===== config.mk =====
export PLATFORM = sky130hd
export DESIGN_NAME = sat_counter
export DESIGN_NICKNAME = d
export VERILOG_FILES = /design/src/rtl/negation_checker_sat_counter.sv
export SDC_FILE = /design/constraint.sdc
export NUM_CORES = 1
export LEC_CHECK = 0
export ABC_AREA = 1
export CORE_MARGIN = 2
export CORE_UTILIZATION = 50
export DETAILED_ROUTE_END_ITERATION = 8
export GPL_TIMING_DRIVEN = 0
export HOLD_SLACK_MARGIN = 0.02
export PLACE_DENSITY = 0.86
export SLEW_MARGIN = 25
export SYNTH_ARGS = -nofsm -noshare
export SYNTH_HDL_FRONTEND = slang
export SYNTH_SLANG_ARGS = --single-unit

===== constraint.sdc =====
create_clock -name clk -period 4.1 [get_ports clk]
set_input_delay 0.41 -clock clk [delete_from_list [all_inputs] [get_ports clk]]
set_output_delay 0.41 -clock clk [all_outputs]
set_load 0.01 [all_outputs]

===== src/rtl/negation_checker_sat_counter.sv =====
// Saturating event counter with synchronous reset and clear; never wraps.
module sat_counter #(
  parameter int CW = 16
) (
  input  logic          clk,
  input  logic          rst,
  input  logic          clr,
  input  logic          inc,
  output logic [CW-1:0] count
);
  localparam logic [CW-1:0] CNT_MAX = {CW{1'b1}};
  localparam logic [CW-1:0] CNT_ONE = {{(CW-1){1'b0}}, 1'b1};

  // Count register: clear wins over increment, increment stops at all-ones.
  always_ff @(posedge clk) begin
    if (rst) begin
      count <= {CW{1'b0}};
    end else if (clr) begin
      count <= {CW{1'b0}};
    end else if (inc && (count != CNT_MAX)) begin
      count <= count + CNT_ONE;
    end
  end
endmodule


==> impl_metrics.env, run 1 <==
export IMPL_status="completed"
export IMPL_ios=20
export IMPL_syn_nets=161
export IMPL_port_buffers=19
export IMPL_totalWireLength_mm=2.18
export IMPL_end_kind="primary output"
export IMPL_timing_hold_ws_ps=535
export IMPL_ant_nets=0
export IMPL_path_cells="clkdlybuf4s50_1"
export IMPL_ys_ff_latch=16
export IMPL_reg2reg_from="count[0]"
export IMPL_antenna_found_initial=0
export IMPL_yosys_warnings=0
export IMPL_clkTransAtPathRegs_ps=80
export IMPL_total_leakage_power_uw=0.000505
export IMPL_slowest_delay_ps=570
export IMPL_syn_to_final_growth_pct=24.5
export IMPL_setup_tns_ps=0
export IMPL_drive_above_1_share_pct=12.4
export IMPL_skew_ps=1.44
export IMPL_rsz0062_at_grt="false"
export IMPL_clockPowerShare_pct=31.8
export IMPL_ir_drop_v=0.000135
export IMPL_final_area_sq_mm=0.00125
export IMPL_critPathLaunchType="register"
export IMPL_cp_max_fo=6
export IMPL_firstDrtPassIters=4
export IMPL_die_h_microns=48.8
export IMPL_place_inst=202
export IMPL_path_buf_inv=1
export IMPL_ys_flop_type="dfxtp_1"
export IMPL_synth_top_area_share_pct=31.9
export IMPL_holdBufCountCts=0
export IMPL_via_count=1007
export IMPL_ys_types=20
export IMPL_synth_area_per_cell_sq_um=6.44
export IMPL_synth_commonest_cells="43 x nand2_1, 38 x nor2_1, 16 x dfxtp_1, 15 x inv_1, 13 x nand3_1"
export IMPL_critPathKind="register to primary output"
export IMPL_dp_hpwl_mm=1.72
export IMPL_final_cells=205
export IMPL_hold_viol=0
export IMPL_r2r_end="count[7]"
export IMPL_drtIter0Drc=24
export IMPL_top_register="count"
export IMPL_p_sw_uw=56.7
export IMPL_cts_sinks=16
export IMPL_clockBufferDepth=2
export IMPL_diodes=0
export IMPL_path_delay_family="buffers and inverters"
export IMPL_synth_top_area_cell="dfxtp_1"
export IMPL_worst_r2r_path_depth=7
export IMPL_fin_nets=185
export IMPL_period_share_pct=41.3
export IMPL_gr_total_overflow=0
export IMPL_coreArea_sq_mm=0.00192
export IMPL_clock_root_buffer="clkbuf_4"
export IMPL_grt_pass1_vias=933
export IMPL_gp_congestion=0.843
export IMPL_insertion_delay_ps=290
export IMPL_die_w_microns=48.8
export IMPL_routedWlPerCell_microns=10.6
export IMPL_grt_pass1_wl_mm=3.66
export IMPL_fp_row_count=16
export IMPL_start_util_pct=52.3
export IMPL_required_ps=3690
export IMPL_finalPower_uw=255
export IMPL_switching_share_pct=22.2
export IMPL_maxSlewHeadroom_pct=68.7
export IMPL_drc=0
export IMPL_cts_tree="done"
export IMPL_reg_largest_list="count: 16 flops"
export IMPL_yosysMostFrequentCell="nand2_1"
export IMPL_htreeDepth=1
export IMPL_avgViaCountPerCell=4.91
export IMPL_synth_area_sq_mm=0.00100
export IMPL_syn_inst=156
export IMPL_grt_use_total_pct=19.8
export IMPL_drv_cap=0
export IMPL_hp_class="register to register"
export IMPL_min_period_ps=1690
export IMPL_setup_reg_to_reg_worst_slack_ps=2610
export IMPL_largest_reg_flops=16
export IMPL_critPathSlowestCell="clkdlybuf4s50_1"
export IMPL_dpl_cell_area_sq_mm=0.00123
export IMPL_yosysSeqAreaShare_pct=31.9
export IMPL_cts_setup_buffers=0
export IMPL_min_from="count[1]"
export IMPL_combPwrFrac_pct=6.6
export IMPL_grt_start_max_net_pins=11
export IMPL_seqPwrFrac_pct=61.6
export IMPL_fp_dieArea_sq_mm=0.00238
export IMPL_async_flop_share_pct=0
export IMPL_cp_arrival_ps=1280
export IMPL_cts_buffers=3
export IMPL_synthTopCellsByArea="dfxtp_1 32%, nand2_1 16%, nor2_1 14%"
export IMPL_synth_edff_count=0
export IMPL_p_int_uw=198
export IMPL_fmaxAchievable_ghz=0.590
export IMPL_setup_viol=0
export IMPL_whs_endpoint="count[1]"
export IMPL_cts_resized=0
export IMPL_power_density_mw_per_mm2=204
export IMPL_tightestPinTransition_ps=467
export IMPL_drv_slew=0
export IMPL_holdPathStages=2
[cells by family (layout without fill, tap and decap cells)]
group	after synthesis	after routing	share of synthesized area [%]
AOI/OAI and AO/OA	9	9	4.48
adders and majority gates	1	1	1.25
DFF	16	16	31.9
and+or+nand+nor	112	112	54.2
buffers and inverters	18	40	8.22
[power by group through the flow]
stage / clock (uW) / sequential [uW] / combinational (uW)
2_1_floorplan: 0 / 161 / 9.22
3_3_place_gp: 0 / 161 / 16.3
3_5_place_dp: 0 / 161 / 17.0
4_1_cts: 83.0 / 157 / 17.1
5_1_grt: 92.1 / 157 / 18.9
6_report: 81.1 / 157 / 16.8
[stage by stage]
step                utilization [%]  worst slack, ps
finish                         65.1             2410
floorplan                         -             2670
detailed placement             63.9             2220
global route                   65.1             2340
CTS                            65.1             2400
global placement               63.9             2220
[cells in the final DEF (no fill, tap or decap), types with 2 or more instances in the layout]
cell and count:
a21oi_1 7, nand2_1 43, o21ai_0 2, nand3_1 13
nor2_4 4, buf_6 2, inv_1 15, dfxtp_1 16
nand2_4 2, nor2_1 38, clkdlybuf4s50_1 19, clkbuf_4 3
nor2_2 5
[how the worst max path moves through the flow]
stage / start / end / slack [ps] / depth (start not counted)
finish: count[2] / count[2] / 2410 / 1
global route: count[2] / count[2] / 2340 / 1
CTS: count[9] / count[9] / 2400 / 1
detailed placement: inc / count[14] / 2220 / 8
global placement: inc / count[14] / 2220 / 8
floorplan: count[0] / count[15] / 2670 / 7
[per-layer routing]
| layer | up-vias | part of all wire, % | track usage, % |
|---|---|---|---|
| met1 | 452 | 43 | 21.3 |
| met2 | 23 | 50 | 34.9 |
| met3 | 7 | 4.6 | 4.91 |
| met5 | - | 0 | 0 |
| li1 | 525 | - | - |
| met4 | 0 | 2.7 | 11.9 |
[area by class of cell]
cell class                 instances  area (sq um)
buffer                             2          22.5
clock buffer                       3          22.5
fill                             186           671
inverter                          16          60.1
multi-input combinational        122           602
sequential                        16           320
tap                               27          33.8
timing repair buffer              19           190
Power figures use the tool's default switching activity.
==> run 2, diff against run 1 <==
--- a/config.mk
+++ b/config.mk
@@ -7,11 +7,11 @@
 export LEC_CHECK = 0
 export ABC_AREA = 1
 export CORE_MARGIN = 2
-export CORE_UTILIZATION = 50
+export CORE_UTILIZATION = 45
 export DETAILED_ROUTE_END_ITERATION = 8
 export GPL_TIMING_DRIVEN = 0
 export HOLD_SLACK_MARGIN = 0.02
-export PLACE_DENSITY = 0.86
+export PLACE_DENSITY = 0.82
 export SLEW_MARGIN = 25
 export SYNTH_ARGS = -nofsm -noshare
 export SYNTH_HDL_FRONTEND = slang
==> constraint.sdc (replaced) <==
create_clock -name clk -period 1.4 [get_ports clk]
set_input_delay 0.14 -clock clk [delete_from_list [all_inputs] [get_ports clk]]
set_output_delay 0.14 -clock clk [all_outputs]
set_load 0.01 [all_outputs]
==> impl_metrics.env, run 2 (synthesized netlist as in run 1, its figures left out) <==
export IMPL_status="completed"
export IMPL_hold_viol=0
export IMPL_fmaxAchievable_ghz=0.725
export IMPL_clockPowerShare_pct=37.4
export IMPL_ir_drop_v=0.000520
export IMPL_pre_cts_ws_ps=-258
export IMPL_diodes=0
export IMPL_reg2reg_from="count[0]"
export IMPL_power_density_mw_per_mm2=587
export IMPL_regArea_sq_um=348
export IMPL_gp_congestion=0.892
export IMPL_path_delay_family="buffers and inverters"
export IMPL_cts_sinks=16
export IMPL_reg_largest_list="count: 16 flops"
export IMPL_cp_max_fo=6
export IMPL_critPathSlowestCell="clkdlybuf4s50_1"
export IMPL_final_core_util_pct=64.8
export IMPL_cp_arrival_ps=1240
export IMPL_end_kind="primary output"
export IMPL_dp_hpwl_mm=1.84
export IMPL_totalWireLength_mm=2.71
export IMPL_grt_pass1_vias=1046
export IMPL_critPathLaunchType="register"
export IMPL_grt_use_total_pct=22.7
export IMPL_total_leakage_power_uw=0.000570
export IMPL_cts_tree="done"
export IMPL_coreArea_sq_mm=0.00217
export IMPL_final_cells=213
export IMPL_p_sw_uw=185
export IMPL_ant_nets=0
export IMPL_drv_cap=0
export IMPL_min_period_ps=1380
export IMPL_period_share_pct=98.5
export IMPL_drtIter0Drc=35
export IMPL_insertion_delay_ps=290
export IMPL_drive_above_1_share_pct=32.4
export IMPL_slowest_delay_ps=550
export IMPL_maxSlewHeadroom_pct=62.2
export IMPL_setup_tns_ps=0
export IMPL_fp_dieArea_sq_mm=0.00263
export IMPL_holdBufCountCts=0
export IMPL_skew_ps=0.632
export IMPL_combPwrFrac_pct=7.3
export IMPL_critPathKind="register to primary output"
export IMPL_final_cell_mix="40 x nand2_1, 32 x nor2_1, 17 x clkdlybuf4s50_1"
export IMPL_via_count=1119
export IMPL_drc=0
export IMPL_grt_pass1_wl_mm=4.54
export IMPL_tightestPinTransition_ps=565
export IMPL_holdPathStages=5
export IMPL_required_ps=1260
export IMPL_hp_class="input pin to register"
export IMPL_min_from="inc"
export IMPL_die_w_microns=51.3
export IMPL_start_util_pct=46.3
export IMPL_firstDrtPassIters=4
export IMPL_fp_row_count=17
export IMPL_avgViaCountPerCell=5.25
export IMPL_place_inst=203
export IMPL_die_h_microns=51.3
export IMPL_seqPwrFrac_pct=55.4
export IMPL_clock_root_buffer="clkbuf_4"
export IMPL_fin_nets=191
export IMPL_clockBufferDepth=2
export IMPL_r2r_end="count[15]"
export IMPL_finalPower_uw=825
export IMPL_antenna_found_initial=0
export IMPL_worst_slack_ps=21.5
export IMPL_clkTransAtPathRegs_ps=90
export IMPL_grt_start_max_net_pins=11
export IMPL_gr_total_overflow=0
export IMPL_path_buf_inv=1
export IMPL_ios=20
export IMPL_path_cells="clkdlybuf4s50_1"
export IMPL_multi_input_area_sq_um=663
export IMPL_top_register="count"
export IMPL_switching_share_pct=22.5
export IMPL_whs_endpoint="count[3]"
export IMPL_drv_slew=0
export IMPL_syn_to_final_growth_pct=39.9
export IMPL_largest_reg_flops=16
export IMPL_port_buffers=19
export IMPL_rsz0062_at_grt="true"
export IMPL_cts_buffers=3
export IMPL_fillers=204
export IMPL_setup_viol=0
export IMPL_worst_r2r_path_depth=7
export IMPL_layout_commonest_cell="nand2_1"
export IMPL_p_int_uw=639
export IMPL_htreeDepth=1
export IMPL_routedWlPerCell_microns=12.7
export IMPL_setup_reg_to_reg_worst_slack_ps=60
[run 2: cell count changes in the layout (fill, tap and decap cells not counted), moves of 3 or more]
cell,before,now
nor2_1,38,32
nor2_2,5,10
nand2_1,43,40
a21oi_1,7,4
a21oi_2,0,3
nand2_2,1,4
buf_4,0,5
dfxtp_1,16,0
dfxtp_2,0,13
dfxtp_4,0,3
[run 2: routing by layer]
metal	part of all wire, %	GRT usage [%]
met4	2.0	10.1
met2	52	40.3
met1	40	26.9
met3	6.1	3.22
met5	0	0
[run 2: final cells by class]
cell class	count	share of cell area (%)
buffer	2	1.60
clock buffer	4	2.58
inverter	16	4.27
multi-input combinational	122	47.2
sequential	16	24.8
tap	28	2.49
timing repair buffer	25	17.1
[run 2: stage by stage]
stage	cell area (sq um)	hold WS, ps
detailed placement	1230	504
floorplan	1010	360
finish	1410	404
global route	1410	437
CTS	1320	521
global placement	1230	487
[run 2: worst reg2reg max path: stages (launching register included)]
cell and delay [ps]:
dfxtp_4 380, ha_4 150, nand2_2 60, nor2_4 150
nand4_4 140, buf_6 170, a21oi_2 140, nor2_1 60
[run 2: worst max-delay path by stage]
stage	startpoint	endpoint	slack, ps	cells after the start
finish	count[3]	count[3]	20	1
CTS	count[6]	count[6]	0.4	1
floorplan	count[0]	count[15]	40	7
detailed placement	inc	count[14]	-260	8
global route	count[0]	count[13]	-30	8
global placement	inc	count[14]	-220	8
[run 2: power groups by stage]
| stage | Combinational [uW] | Clock, uW | Sequential (uW) |
|---|---|---|---|
| 6_report | 59.8 | 308 | 457 |
| 5_1_grt | 67.8 | 327 | 457 |
| 4_1_cts | 55.3 | 311 | 460 |
| 3_5_place_dp | 50.9 | 0 | 472 |
| 3_3_place_gp | 47.9 | 0 | 471 |
| 2_1_floorplan | 27.0 | 0 | 472 |
[run 2: what timing repair did]
item,4_1_cts,5_1_grt
endpoints found under the setup margin,18,21
resized for setup,13,25
setup buffers,3,2
pin swaps,3,7
gates cloned,1,0
